`config.mk`:
```
export PLATFORM = sky130hd
export DESIGN_NAME = audio_dac_tx
export DESIGN_NICKNAME = d
export VERILOG_FILES = /design/src/rtl/audio_dac_tx.sv
export SDC_FILE = /design/constraint.sdc
export NUM_CORES = 1
export LEC_CHECK = 0
export CORE_MARGIN = 2
export CORE_UTILIZATION = 35
export DETAILED_ROUTE_END_ITERATION = 8
export PLACE_DENSITY = 0.54
export SYNTH_ARGS = -nofsm -noshare
export SYNTH_HDL_FRONTEND = slang
export SYNTH_SLANG_ARGS = --single-unit
```
`constraint.sdc`:
```
create_clock -name AUD_BCLK -period 4.99 [get_ports AUD_BCLK]
set_clock_uncertainty 0.15 [all_clocks]
set_input_delay 0.7485 -clock AUD_BCLK [delete_from_list [all_inputs] [get_ports AUD_BCLK]]
set_output_delay 0.7485 -clock AUD_BCLK [all_outputs]
set_load 0.02 [all_outputs]
```
`src/rtl/audio_dac_tx.sv`:
```
// audio_dac_tx -- I2S-style serial transmitter toward the WM8731 DAC.
//
// Accepts one stereo frame over a valid/ready handshake into a single-entry
// holding register. Each falling LRCK edge starts a left word and each rising
// edge starts a right word. Words go out MSB-first one BCLK after the edge.
//
// Ports:
//   AUD_BCLK     in   bit clock from the CODEC (only clock, rising edge)
//   i_rst_n      in   asynchronous active-low reset
//   i_data_l     in   left sample, two's complement, BITLEN bits
//   i_data_r     in   right sample, two's complement, BITLEN bits
//   i_valid      in   frame on i_data_l/i_data_r is valid
//   o_ready      out  holding register empty
//   AUD_DACLRCK  in   channel clock from the CODEC (0 = left, 1 = right)
//   AUD_DACDAT   out  registered serial data to the DAC
//   o_underrun   out  one-cycle pulse when a left word starts with no frame
//
// Build option: define DAC_HOLD_LAST_EN to repeat the last transmitted frame
// on underrun instead of sending zeros.
//
// state   | meaning
// S_IDLE  | after reset, waiting for the first falling LRCK edge
// S_LEFT  | shifting the left word
// S_RWAIT | left word done, waiting for the rising LRCK edge
// S_RIGHT | shifting the right word
// S_LWAIT | right word done, waiting for the falling LRCK edge

module audio_dac_tx #(
  parameter int BITLEN = 16
) (
  input  logic              AUD_BCLK,
  input  logic              i_rst_n,
  input  logic [BITLEN-1:0] i_data_l,
  input  logic [BITLEN-1:0] i_data_r,
  input  logic              i_valid,
  output logic              o_ready,
  input  logic              AUD_DACLRCK,
  output logic              AUD_DACDAT,
  output logic              o_underrun
);

  localparam int CW = $clog2(BITLEN + 1);
  localparam logic [CW-1:0] CNT_MAX = CW'(BITLEN);

  typedef enum logic [2:0] {
    S_IDLE, S_LEFT, S_RWAIT, S_RIGHT, S_LWAIT
  } state_t;

  state_t            state_q;
  logic              r_lrck_q;
  logic              full_q;
  logic [BITLEN-1:0] hold_l_q, hold_r_q;
  logic [BITLEN-1:0] shift_q, right_q;
  logic [CW-1:0]     cnt_q;
  logic              dacdat_q, underrun_q;

  logic              fall, rise, accept, left_start, right_start;
  logic [BITLEN-1:0] load_l, load_r;

`ifdef DAC_HOLD_LAST_EN
  logic [BITLEN-1:0] last_l_q, last_r_q;
`endif

  assign fall   = r_lrck_q & ~AUD_DACLRCK;
  assign rise   = ~r_lrck_q & AUD_DACLRCK;
  assign accept = i_valid & ~full_q;

  // A falling edge starts left from any state; a rising edge only starts right
  // once a left word has begun (also aborting a word still in flight).
  assign left_start  = fall;
  assign right_start = rise && (state_q == S_LEFT || state_q == S_RWAIT ||
                                state_q == S_RIGHT);

  always_comb begin
    load_l = hold_l_q;
    load_r = hold_r_q;
    if (!full_q) begin
`ifdef DAC_HOLD_LAST_EN
      load_l = last_l_q;
      load_r = last_r_q;
`else
      load_l = '0;
      load_r = '0;
`endif
    end
  end

  always_ff @(posedge AUD_BCLK or negedge i_rst_n) begin
    if (!i_rst_n) begin
      state_q    <= S_IDLE;
      r_lrck_q   <= 1'b0;
      full_q     <= 1'b0;
      hold_l_q   <= '0;
      hold_r_q   <= '0;
      shift_q    <= '0;
      right_q    <= '0;
      cnt_q      <= '0;
      dacdat_q   <= 1'b0;
      underrun_q <= 1'b0;
`ifdef DAC_HOLD_LAST_EN
      last_l_q   <= '0;
      last_r_q   <= '0;
`endif
    end else begin
      r_lrck_q   <= AUD_DACLRCK;
      underrun_q <= 1'b0;

      // accept and a full-register left start are mutually exclusive (o_ready=0)
      if (accept) begin
        hold_l_q <= i_data_l;
        hold_r_q <= i_data_r;
        full_q   <= 1'b1;
      end else if (left_start && full_q) begin
        full_q <= 1'b0;
      end

      if (left_start) begin
        shift_q    <= load_l;
        right_q    <= load_r;
        dacdat_q   <= load_l[BITLEN-1];
        cnt_q      <= CW'(1);
        underrun_q <= ~full_q;
        state_q    <= S_LEFT;
`ifdef DAC_HOLD_LAST_EN
        if (full_q) begin
          last_l_q <= hold_l_q;
          last_r_q <= hold_r_q;
        end
`endif
      end else if (right_start) begin
        shift_q  <= right_q;
        dacdat_q <= right_q[BITLEN-1];
        cnt_q    <= CW'(1);
        state_q  <= S_RIGHT;
      end else begin
        case (state_q)
          S_LEFT, S_RIGHT: begin
            if (cnt_q < CNT_MAX) begin
              shift_q  <= shift_q << 1;
              dacdat_q <= shift_q[BITLEN-2];
              cnt_q    <= cnt_q + CW'(1);
            end else begin
              dacdat_q <= 1'b0;
              state_q  <= (state_q == S_LEFT) ? S_RWAIT : S_LWAIT;
            end
          end
          default: dacdat_q <= 1'b0;
        endcase
      end
    end
  end

  assign o_ready    = ~full_q;
  assign AUD_DACDAT = dacdat_q;
  assign o_underrun = underrun_q;

endmodule

```
==> results of run 1 <==
==> layout make-up <==
class / instances / area, µm² / area share
Sequential cell: 75 / 1880 / 0.484
Multi-Input combinational cell: 174 / 1250 / 0.323
Timing Repair Buffer: 41 / 400 / 0.103
Tap cell: 111 / 139 / 0.0358
Clock buffer: 10 / 138 / 0.0355
Clock inverter: 6 / 63.8 / 0.0164
Inverter: 3 / 11.3 / 0.00290
==> state kept, by name (all words and copies together), names as in the netlist <==
signal      cells
AUD_DACDAT      1
right_q        16
r_lrck_q        1
full_q          1
hold_r_q       16
shift_q        15
state_q         3
hold_l_q       16
o_underrun      1
cnt_q           5
==> worst paths after layout <==
path	cells after the start	slack [ns]	from	end
worst max register to register	4	3.07	r_lrck_q	shift_q[7]
min in group asynchronous	1	0.39	i_rst_n	hold_r_q[15]
max in group asynchronous	1	3.66	i_rst_n	right_q[9]
worst min register to register	1	0.35	hold_r_q[0]	right_q[0]
worst max-delay path	5	2.45	AUD_DACLRCK	shift_q[7]
worst min-delay path	1	0.35	hold_r_q[0]	right_q[0]
==> power by group <==
part	leakage, nW	switching (mW)	internal (mW)	total [mW]
registers	0.921	0.0875	0.757	0.844
logic	0.699	0.112	0.173	0.285
clock network	0.0987	0.224	0.244	0.468
==> cells by family after synthesis <==
kind of cell,after synthesis,synth area share
xor gates and xnor gates,3,0.00799
adders and majority gates,1,0.00380
DFF,75,0.571
and+or+nand+nor,83,0.131
buffers and inverters,24,0.0510
muxes,33,0.113
AOI/OAI and AO/OA,54,0.123
==> stage by stage <==
stage | power, mW | setup WS [ns] | hold slack (ns)
after detailed placement | 1.15 | 2.08 | 0.328
after global placement | 1.14 | 2.17 | 0.327
after CTS | 1.62 | 2.46 | 0.348
final | 1.60 | 2.45 | 0.346
after floorplan | 1.05 | 3.09 | 0.303
after global routing | 1.70 | 2.35 | 0.364
==> layout by cell type, fill, tap and decap left out, types with 4 or more instances in the layout <==
cell              n
o32a_1           14
nand2_1          32
and3_1           14
o21ai_1          11
buf_4             4
o21ai_0           7
dfrtp_1          75
nor2_1           22
clkdlybuf4s50_1  37
a22o_1           16
clkbuf_8         10
mux2_2           30
==> per-layer routing <==
| layer | routed length, µm | track usage |
|---|---|---|
| met3 | 254 | 0.0472 |
| met2 | 2990 | 0.216 |
| met1 | 2940 | 0.175 |
| met5 | 0 | 0 |
| met4 | 61 | 0.0343 |
==> flow_summary_export.csv, run 1 <==
group,metric,value,unit
critical_path,crit_path_start_kind,"primary input",
sta,grt_setup_unrepaired,"false",
sta,final_max_slew_viol_count,0,
floorplan,design.core.area,9200,µm²
synthesis,synth_top_area_share,0.571,
critical_path,type_of_the_worst_setup_path,"primary input to flop",
synthesis,synthesized_net_count,310,
placed_design,detailed_place_hpwl,3.92,mm
cells_and_area,final_design_area_no_fill,3880,µm²
grt,antenna_violations_before_repair,0,
critical_path,critPathMaxFanout,51,
critical_path,critPathArrivalTime,2.62,ns
placed_design,detailed_place.area,3680,µm²
cells_and_area,final_nets,341,
run,max-cap-violations,0,
cells_and_area,fin_util,0.422,
grt,vias_in_the_first_global_route,2187,
drt,wl,6.25,mm
synthesis,synth.cells.most_frequent,"75 x dfrtp_1, 32 x nand2_1, 30 x mux2_2",
cells_and_area,post_route_cells_drive_above_1_share,0.184,
drt,post-route-drc-count,0,
critical_path,critPathSlowestCell,"clkdlybuf4s50_1",
synthesis,yosys-top-cells-area,"dfrtp_1 57%, mux2_2 10%, a22o_1 4.3%, o32a_1 4.3%, nand2_1 3.7%",
synthesis,synthMostInstantiatedCell,"dfrtp_1",
synthesis,seq_area_frac_synth,0.571,
pwr,p_per_area,411,nW/µm²
critical_path,cpPeakStageDelay,0.56,ns
sta,max_freq,0.393,GHz
floorplan,initial_core_utilization,0.358,
synthesis,post_synth_inst_count,273,
clock_tree,clock-root-buffer,"clkbuf_8",
synthesis,synth_enable_flop_cells,0,
grt,grt_pass1_wl,10.7,mm
hold_path,hold_path_class,"flop to flop",
synthesis,synthesis.area,3290,µm²
drt,wire_per_inst,14.9,µm
critical_path,crit_chain,"clkdlybuf4s50_1 > nand2b_4 > nand2b_4 > or2_4 > o32a_1",
sta,slew_headroom,0.365,
floorplan,floorplan.io_pins,39,
pwr,leakage_dissipation,1.72,nW
cells_and_area,antenna_cells_inserted,0,
clock_tree,cts_setup_buffers,0,
clock_tree,cts.hold.buffers_added,0,
placed_design,gpl.final_weighted_congestion,0.725,
floorplan,dieHeight,101,µm
synthesis,synth_seq_cells,75,
grt,grt.overflow.total,0,
drt,average_vias_per_placed_instance,5.11,
drt,num_vias,2146,
critical_path,required,5.06,ns
sta,worst-slew-pin-transition,0.953,ns
floorplan,die_width,101,µm
clock_tree,cts.sinks,75,
synthesis,post_synth.cell_area_avg,12.0,µm²
critical_path,worst_path_most_repeated_cell,"nand2b_4",
cells_and_area,final-instance-count-excl-fill,420,
clock_tree,number_of_buffers_inserted_during_clock_tree_synthesis,9,
outcome,outcome,"finished clean",
drt,dr.first_iter.drc_count,135,
grt,groute.usage.overall,0.135,
synthesis,async_reset_ff_frac,1.00,
clock_tree,clk_lat_worst_skew,0.34,ns
floorplan,floorplan.rows,35,
placed_design,dp_cells,404,
sta,finalSetupViolations,0,
sta,fin_setup_tns,0,ns
clock_tree,post_cts_resized,0,
clock_tree,worst_setup_hold_path_clk_slew,0.08,ns
cells_and_area,syn_to_final_growth,18.0,%
drt,postRouteAntennaNets,0,
pwr,max-vdd-ir-drop,0.000179,V
cells_and_area,fillCellCount,877,
synthesis,yosys_warnings,0,
critical_path,gate_family_responsible_for_the_most_delay_along_the_worst_path,"simple AND/OR/NAND/NOR gates",
synthesis,synth_ff_type,"dfrtp_1",
placed_design,io_buffer_count,38,
sta,final_critical_period,2.54,ns
clock_tree,number_of_buffers_on_the_longest_clock_path,2,
sta,timing.final.crit_share,0.510,
grt,grt_max_degree,76,
synthesis,post_synth_num_cell_types,34,
critical_path,worstPathBufferInverterCount,1,
synthesis,synth_largest_area_cell,"dfrtp_1",
sta,finalHoldViolCount,0,
floorplan,dieArea,10200,µm²
critical_path,cp-end-kind,"flop",
clock_tree,tritoncts_clock_tree,"yes",
drt,drtPass1Iterations,4,
clock_tree,h-tree-depth,3,
Power figures use the tool's default switching activity.
==> run 2, diff against run 1 <==
--- a/config.mk
+++ b/config.mk
@@ -8,7 +8,7 @@
 export CORE_MARGIN = 2
 export CORE_UTILIZATION = 35
 export DETAILED_ROUTE_END_ITERATION = 8
-export PLACE_DENSITY = 0.54
+export PLACE_DENSITY = 0.56
 export SYNTH_ARGS = -nofsm -noshare
 export SYNTH_HDL_FRONTEND = slang
 export SYNTH_SLANG_ARGS = --single-unit
==> constraint.sdc (replaced) <==
create_clock -name AUD_BCLK -period 2.3 [get_ports AUD_BCLK]
set_clock_uncertainty 0.15 [all_clocks]
set_input_delay 0.345 -clock AUD_BCLK [delete_from_list [all_inputs] [get_ports AUD_BCLK]]
set_output_delay 0.345 -clock AUD_BCLK [all_outputs]
set_load 0.02 [all_outputs]
==> run 2 against run 1 <==
  * Register-to-register slack got worse by 2.5 ns
  * Clock-buffer cell count did not move
  * Global-route usage rose by 0.19 points
  * Critical path type is now flop to output port
==> flow_summary_export.csv, run 2 (synthesized netlist as in run 1, its figures left out) <==
group,metric,value,unit
grt,use_met1,0.186,
critical_path,cp-end-kind,"output port",
clock_tree,cts.sinks,75,
cells_and_area,highest_count_cells_in_the_layout_ignoring_fill_and_taps,"75 x dfrtp_1, 37 x clkdlybuf4s50_1, 32 x nand2_1",
critical_path,gate_family_responsible_for_the_most_delay_along_the_worst_path,"buffers and inverters",
grt,grt.met2_usage,0.204,
cells_and_area,final_common_cell,"dfrtp_1",
clock_tree,tritoncts_clock_tree,"yes",
clock_tree,number_of_buffers_on_the_longest_clock_path,2,
drt,num_vias,2120,
drt,post-route-drc-count,0,
critical_path,critPathSlowestCell,"clkdlybuf4s50_1",
pwr,comb_power_share,0.182,
floorplan,die_width,101,µm
floorplan,dieArea,10200,µm²
clock_tree,clk_lat_worst_skew,0.35,ns
pwr,p_per_area,885,nW/µm²
pwr,max-vdd-ir-drop,0.000417,V
critical_path,cpPeakStageDelay,0.59,ns
clock_tree,worst_setup_hold_path_clk_slew,0.08,ns
pwr,p_switching,0.956,mW
cells_and_area,post_route_cells_drive_above_1_share,0.199,
critical_path,type_of_the_worst_setup_path,"flop to output port",
cells_and_area,final_nets,348,
critical_path,crit_path_start_kind,"flop",
grt,vias_in_the_first_global_route,2177,
placed_design,dpl_worst_slack,0.137,ns
sta,slew_headroom,0.736,
drt,average_vias_per_placed_instance,4.96,
floorplan,dieHeight,101,µm
drt,wl,6.35,mm
sta,timing.final.crit_share,0.853,
clock_tree,clock-root-buffer,"clkbuf_8",
placed_design,detailed_place_hpwl,4.13,mm
sta,final_critical_period,1.96,ns
run,max-cap-violations,0,
drt,postRouteAntennaNets,0,
sta,fin_setup_tns,0,ns
pwr,pwr-share-seq,0.521,
sta,finalSetupViolations,0,
critical_path,worst-r2r-setup-slack,0.57,ns
floorplan,floorplan.io_pins,39,
sta,final_max_slew_viol_count,0,
drt,wire_per_inst,14.9,µm
grt,grtUsageMet3,0.0513,
grt,globalRoute.busiestLayer,"met2",
floorplan,initial_core_utilization,0.358,
pwr,leakage_dissipation,1.76,nW
clock_tree,h-tree-depth,3,
critical_path,crit_chain,"inv_1 > clkdlybuf4s50_1",
grt,grt_max_degree,76,
cells_and_area,antenna_cells_inserted,0,
cells_and_area,largest_registers,"hold_l_q x16, hold_r_q x16, right_q x16",
sta,finalHoldViolCount,0,
hold_path,hold_path_class,"flop to flop",
clock_tree,number_of_buffers_inserted_during_clock_tree_synthesis,9,
grt,grt.overflow.total,0,
outcome,outcome,"finished clean",
pwr,power.internal,2.58,mW
grt,grt_pass1_wl,10.8,mm
drt,dr.first_iter.drc_count,173,
grt,antenna_violations_before_repair,0,
critical_path,critPathArrivalTime,1.47,ns
critical_path,required,1.80,ns
floorplan,design.core.area,9200,µm²
critical_path,critPathMaxFanout,6,
critical_path,worstPathBufferInverterCount,2,
drt,drtPass1Iterations,4,
grt,groute.usage.overall,0.137,
sta,worst-slew-pin-transition,0.397,ns
pwr,switching_share,0.271,
placed_design,gpl.final_weighted_congestion,0.802,
placed_design,io_buffer_count,38,
pwr,pwr-share-clk,0.297,
cells_and_area,fin_util,0.434,
sta,grt_setup_unrepaired,"false",
floorplan,floorplan.rows,35,
sta,max_freq,0.510,GHz
sta,layout_setup_ws,0.338,ns
cells_and_area,syn_to_final_growth,21.4,%
[run 2: changes by cell type in the layout (fill, tap and decap cells not counted)]
| cell | before | now |
|---|---|---|
| buf_12 | 0 | 4 |
| clkinv_2 | 2 | 0 |
| buf_2 | 0 | 1 |
| buf_4 | 4 | 5 |
| clkinv_4 | 0 | 1 |
| dlygate4sd3_1 | 0 | 1 |
| inv_6 | 1 | 2 |
[run 2: metrics by stage]
step	power, mW	hold WS (ns)	cell area [µm²]	cells
floorplan	2.27	-0.101	3290	273
global placement	2.49	0.262	3770	410
detailed placement	2.52	0.265	3770	410
CTS	3.59	0.343	3990	427
global route	3.75	0.356	3990	427
finish	3.53	0.339	3990	427
[run 2: routing by layer]
metal  part of all wire  vias up  wire (µm)
met1               0.50     1022       3150
met3              0.044        5        280
met2               0.45       42       2840
met4              0.011        0         69
li1                   -     1051          -
met5                  0        -          0
[run 2: layout make-up]
class / instances / area, µm²
Multi-Input combinational cell: 174 / 1250
Tap cell: 111 / 139
Fill cell: 880 / 5200
Clock inverter: 6 / 71.3
Sequential cell: 75 / 1880
Timing Repair Buffer: 48 / 503
Inverter: 3 / 11.3
Clock buffer: 10 / 138
[run 2: final timing paths]
check | from | endpoint | cells past startpoint
worst max-delay path | full_q | o_ready | 2
worst min-delay path | hold_r_q[7] | hold_r_q[7] | 1
worst max register to register | state_q[2] | shift_q[4] | 5
worst min register to register | hold_r_q[7] | hold_r_q[7] | 1
max in group asynchronous | i_rst_n | state_q[2] | 3
min in group asynchronous | i_rst_n | hold_r_q[13] | 3
[run 2: timing repair]
item / CTS / global route
setup buffers: 0 / 0
hold endpoints to repair: 75 / 0
gates resized for setup: 0 / 0
setup endpoints to repair: 0 / 0
hold buffers: 1 / 0
[run 2: power by group through the flow]
stage | Sequential (mW) | Combinational, mW | Clock [mW]
final | 1.84 | 0.645 | 1.05
after global routing | 1.88 | 0.720 | 1.14
after CTS | 1.84 | 0.658 | 1.09
after detailed placement | 1.87 | 0.654 | 0
after global placement | 1.86 | 0.633 | 0
after floorplan | 1.80 | 0.473 | 0
==> run 3, diff against run 2 <==
--- a/config.mk
+++ b/config.mk
@@ -5,8 +5,10 @@
 export SDC_FILE = /design/constraint.sdc
 export NUM_CORES = 1
 export LEC_CHECK = 0
+export CORE_ASPECT_RATIO = 0.6
 export CORE_MARGIN = 2
 export CORE_UTILIZATION = 35
+export CTS_BUF_LIST = sky130_fd_sc_hd__clkbuf_4 sky130_fd_sc_hd__clkbuf_8
 export DETAILED_ROUTE_END_ITERATION = 8
 export PLACE_DENSITY = 0.56
 export SYNTH_ARGS = -nofsm -noshare
==> run 3 against run 2 <==
  * Largest cell class unchanged
  * Non-clock buffer count is 3 higher
  * Utilization grew 0.40 points
  * Clock power fell by 12%
  * Sequential share of layout area fell by 0.22 points
  * Cell area grew 0.47%
  * Combinational power barely moved
  * Power decreased by 3.7%
  * Largest power group unchanged
  * Final cell count up 5.2%
  * Sequential power is essentially flat
  * Hold slack worse by 0.093 ns
==> flow_summary_export.csv, run 3 (synthesized netlist as in run 1, its figures left out) <==
group,metric,value,unit
placed_design,dpl_worst_slack,0.137,ns
critical_path,critPathArrivalTime,1.46,ns
grt,use_met1,0.196,
grt,grt.overflow.total,0,
sta,worst-slew-pin-transition,0.340,ns
cells_and_area,final_design_area_no_fill,4010,µm²
grt,grt_pass1_wl,11.1,mm
clock_tree,cts.sinks,75,
pwr,comb_power_share,0.189,
critical_path,required,1.80,ns
sta,max_freq,0.511,GHz
cells_and_area,final_common_cell,"dfrtp_1",
hold_path,hold_path_class,"primary input to async pin",
cells_and_area,fillCellCount,888,
sta,final_critical_period,1.96,ns
sta,slew_headroom,0.773,
clock_tree,h-tree-depth,3,
critical_path,worstPathBufferInverterCount,2,
drt,postRouteAntennaNets,0,
clock_tree,clk_lat_worst_skew,0.36,ns
clock_tree,number_of_buffers_on_the_longest_clock_path,2,
clock_tree,number_of_buffers_inserted_during_clock_tree_synthesis,9,
clock_tree,worst_setup_hold_path_clk_slew,0.08,ns
grt,vias_in_the_first_global_route,2246,
drt,wire_per_inst,14.2,µm
drt,wl,6.38,mm
sta,fin_setup_tns,0,ns
clock_tree,cts_setup_buffers,0,
floorplan,dieArea,10200,µm²
cells_and_area,antenna_cells_inserted,0,
critical_path,type_of_the_worst_setup_path,"flop to output port",
pwr,power.internal,2.48,mW
grt,grtUsageMet3,0.0519,
drt,post-route-drc-count,0,
pwr,pwr-share-clk,0.271,
clock_tree,post_cts_resized,0,
pwr,totalPowerFinal,3.40,mW
pwr,p_switching,0.920,mW
pwr,p_per_area,848,nW/µm²
floorplan,design.core.area,9160,µm²
placed_design,detailed_place_hpwl,4.38,mm
grt,grt.met2_usage,0.211,
cells_and_area,final_nets,351,
placed_design,detailed_place.area,3820,µm²
critical_path,crit_path_start_kind,"flop",
critical_path,cp-end-kind,"output port",
critical_path,critPathSlowestCell,"clkdlybuf4s50_1",
pwr,max-vdd-ir-drop,0.000349,V
pwr,switching_share,0.270,
sta,final_max_slew_viol_count,0,
pwr,pwr-share-seq,0.539,
grt,globalRoute.busiestLayer,"met2",
clock_tree,clock-root-buffer,"clkbuf_8",
pwr,leakage_dissipation,1.78,nW
sta,finalSetupViolations,0,
placed_design,gpl.final_weighted_congestion,0.737,
clock_tree,tritoncts_clock_tree,"yes",
floorplan,floorplan.rows,27,
critical_path,cpPeakStageDelay,0.59,ns
grt,antenna_violations_before_repair,0,
grt,grt_max_degree,49,
run,max-cap-violations,0,
placed_design,dp_cells,432,
cells_and_area,largest_registers,"hold_l_q x16, hold_r_q x16, right_q x16",
critical_path,critPathMaxFanout,6,
critical_path,crit_chain,"inv_1 > clkdlybuf4s50_1",
drt,dr.first_iter.drc_count,68,
outcome,outcome,"finished clean",
sta,finalHoldViolCount,0,
sta,timing.final.crit_share,0.851,
drt,drtPass1Iterations,4,
drt,num_vias,2178,
cells_and_area,post_route_cells_drive_above_1_share,0.207,
floorplan,die_width,129,µm
cells_and_area,final-instance-count-excl-fill,449,
floorplan,floorplan.io_pins,39,
cells_and_area,syn_to_final_growth,22.0,%
grt,groute.usage.overall,0.144,
sta,layout_setup_ws,0.343,ns
floorplan,dieHeight,79.1,µm
placed_design,io_buffer_count,38,
floorplan,initial_core_utilization,0.359,
cells_and_area,highest_count_cells_in_the_layout_ignoring_fill_and_taps,"75 x dfrtp_1, 37 x clkdlybuf4s50_1, 32 x nand2_1",
drt,average_vias_per_placed_instance,4.85,
critical_path,gate_family_responsible_for_the_most_delay_along_the_worst_path,"buffers and inverters",
sta,grt_setup_unrepaired,"false",
==> run 3: power by group through the flow <==
| stage | logic [mW] | registers, mW | clock network (mW) |
|---|---|---|---|
| 6_report | 0.643 | 1.83 | 0.923 |
| 5_1_grt | 0.727 | 1.88 | 1.02 |
| 4_1_cts | 0.658 | 1.84 | 0.955 |
| 3_5_place_dp | 0.652 | 1.86 | 0 |
| 3_3_place_gp | 0.637 | 1.86 | 0 |
| 2_1_floorplan | 0.473 | 1.80 | 0 |
==> run 3: final timing paths <==
path,startpoint,end,slack (ns),depth (start not counted)
worst min-delay path,i_rst_n,hold_l_q[6],0.25,2
max in group asynchronous,i_rst_n,shift_q[14],1.15,3
min in group AUD_BCLK,hold_r_q[7],hold_r_q[7],0.34,1
worst min register to register,hold_r_q[7],hold_r_q[7],0.34,1
worst max-delay path,full_q,o_ready,0.34,2
worst max register to register,state_q[2],shift_q[3],0.40,5
==> run 3: metal layers <==
metal,up-vias,share of wire,routed length [µm]
met5,-,0,0
met3,9,0.042,266
met4,0,0.015,97
met1,1081,0.50,3170
li1,1056,-,-
met2,32,0.45,2850
==> run 3: final cells by class <==
class	count	area [µm²]	share of cell area
Clock buffer	11	151	0.0378
Clock inverter	5	27.5	0.00686
Inverter	3	11.3	0.00281
Multi-Input combinational cell	174	1250	0.312
Sequential cell	75	1880	0.468
Tap cell	130	163	0.0406
Timing Repair Buffer	51	528	0.132
==> run 3: what timing repair did <==
action / in CTS / in global routing
hold buffers: 1 / 0
endpoints found under the setup margin: 0 / 0
endpoints found under the hold margin: 16 / 0
==> run 3: metrics by stage <==
| stage | util | hold slack [ns] |
|---|---|---|
| 2_1_floorplan | - | -0.101 |
| 3_3_place_gp | 0.417 | 0.0883 |
| 3_5_place_dp | 0.417 | 0.0925 |
| 4_1_cts | 0.438 | 0.243 |
| 5_1_grt | 0.438 | 0.244 |
| 6_report | 0.438 | 0.246 |
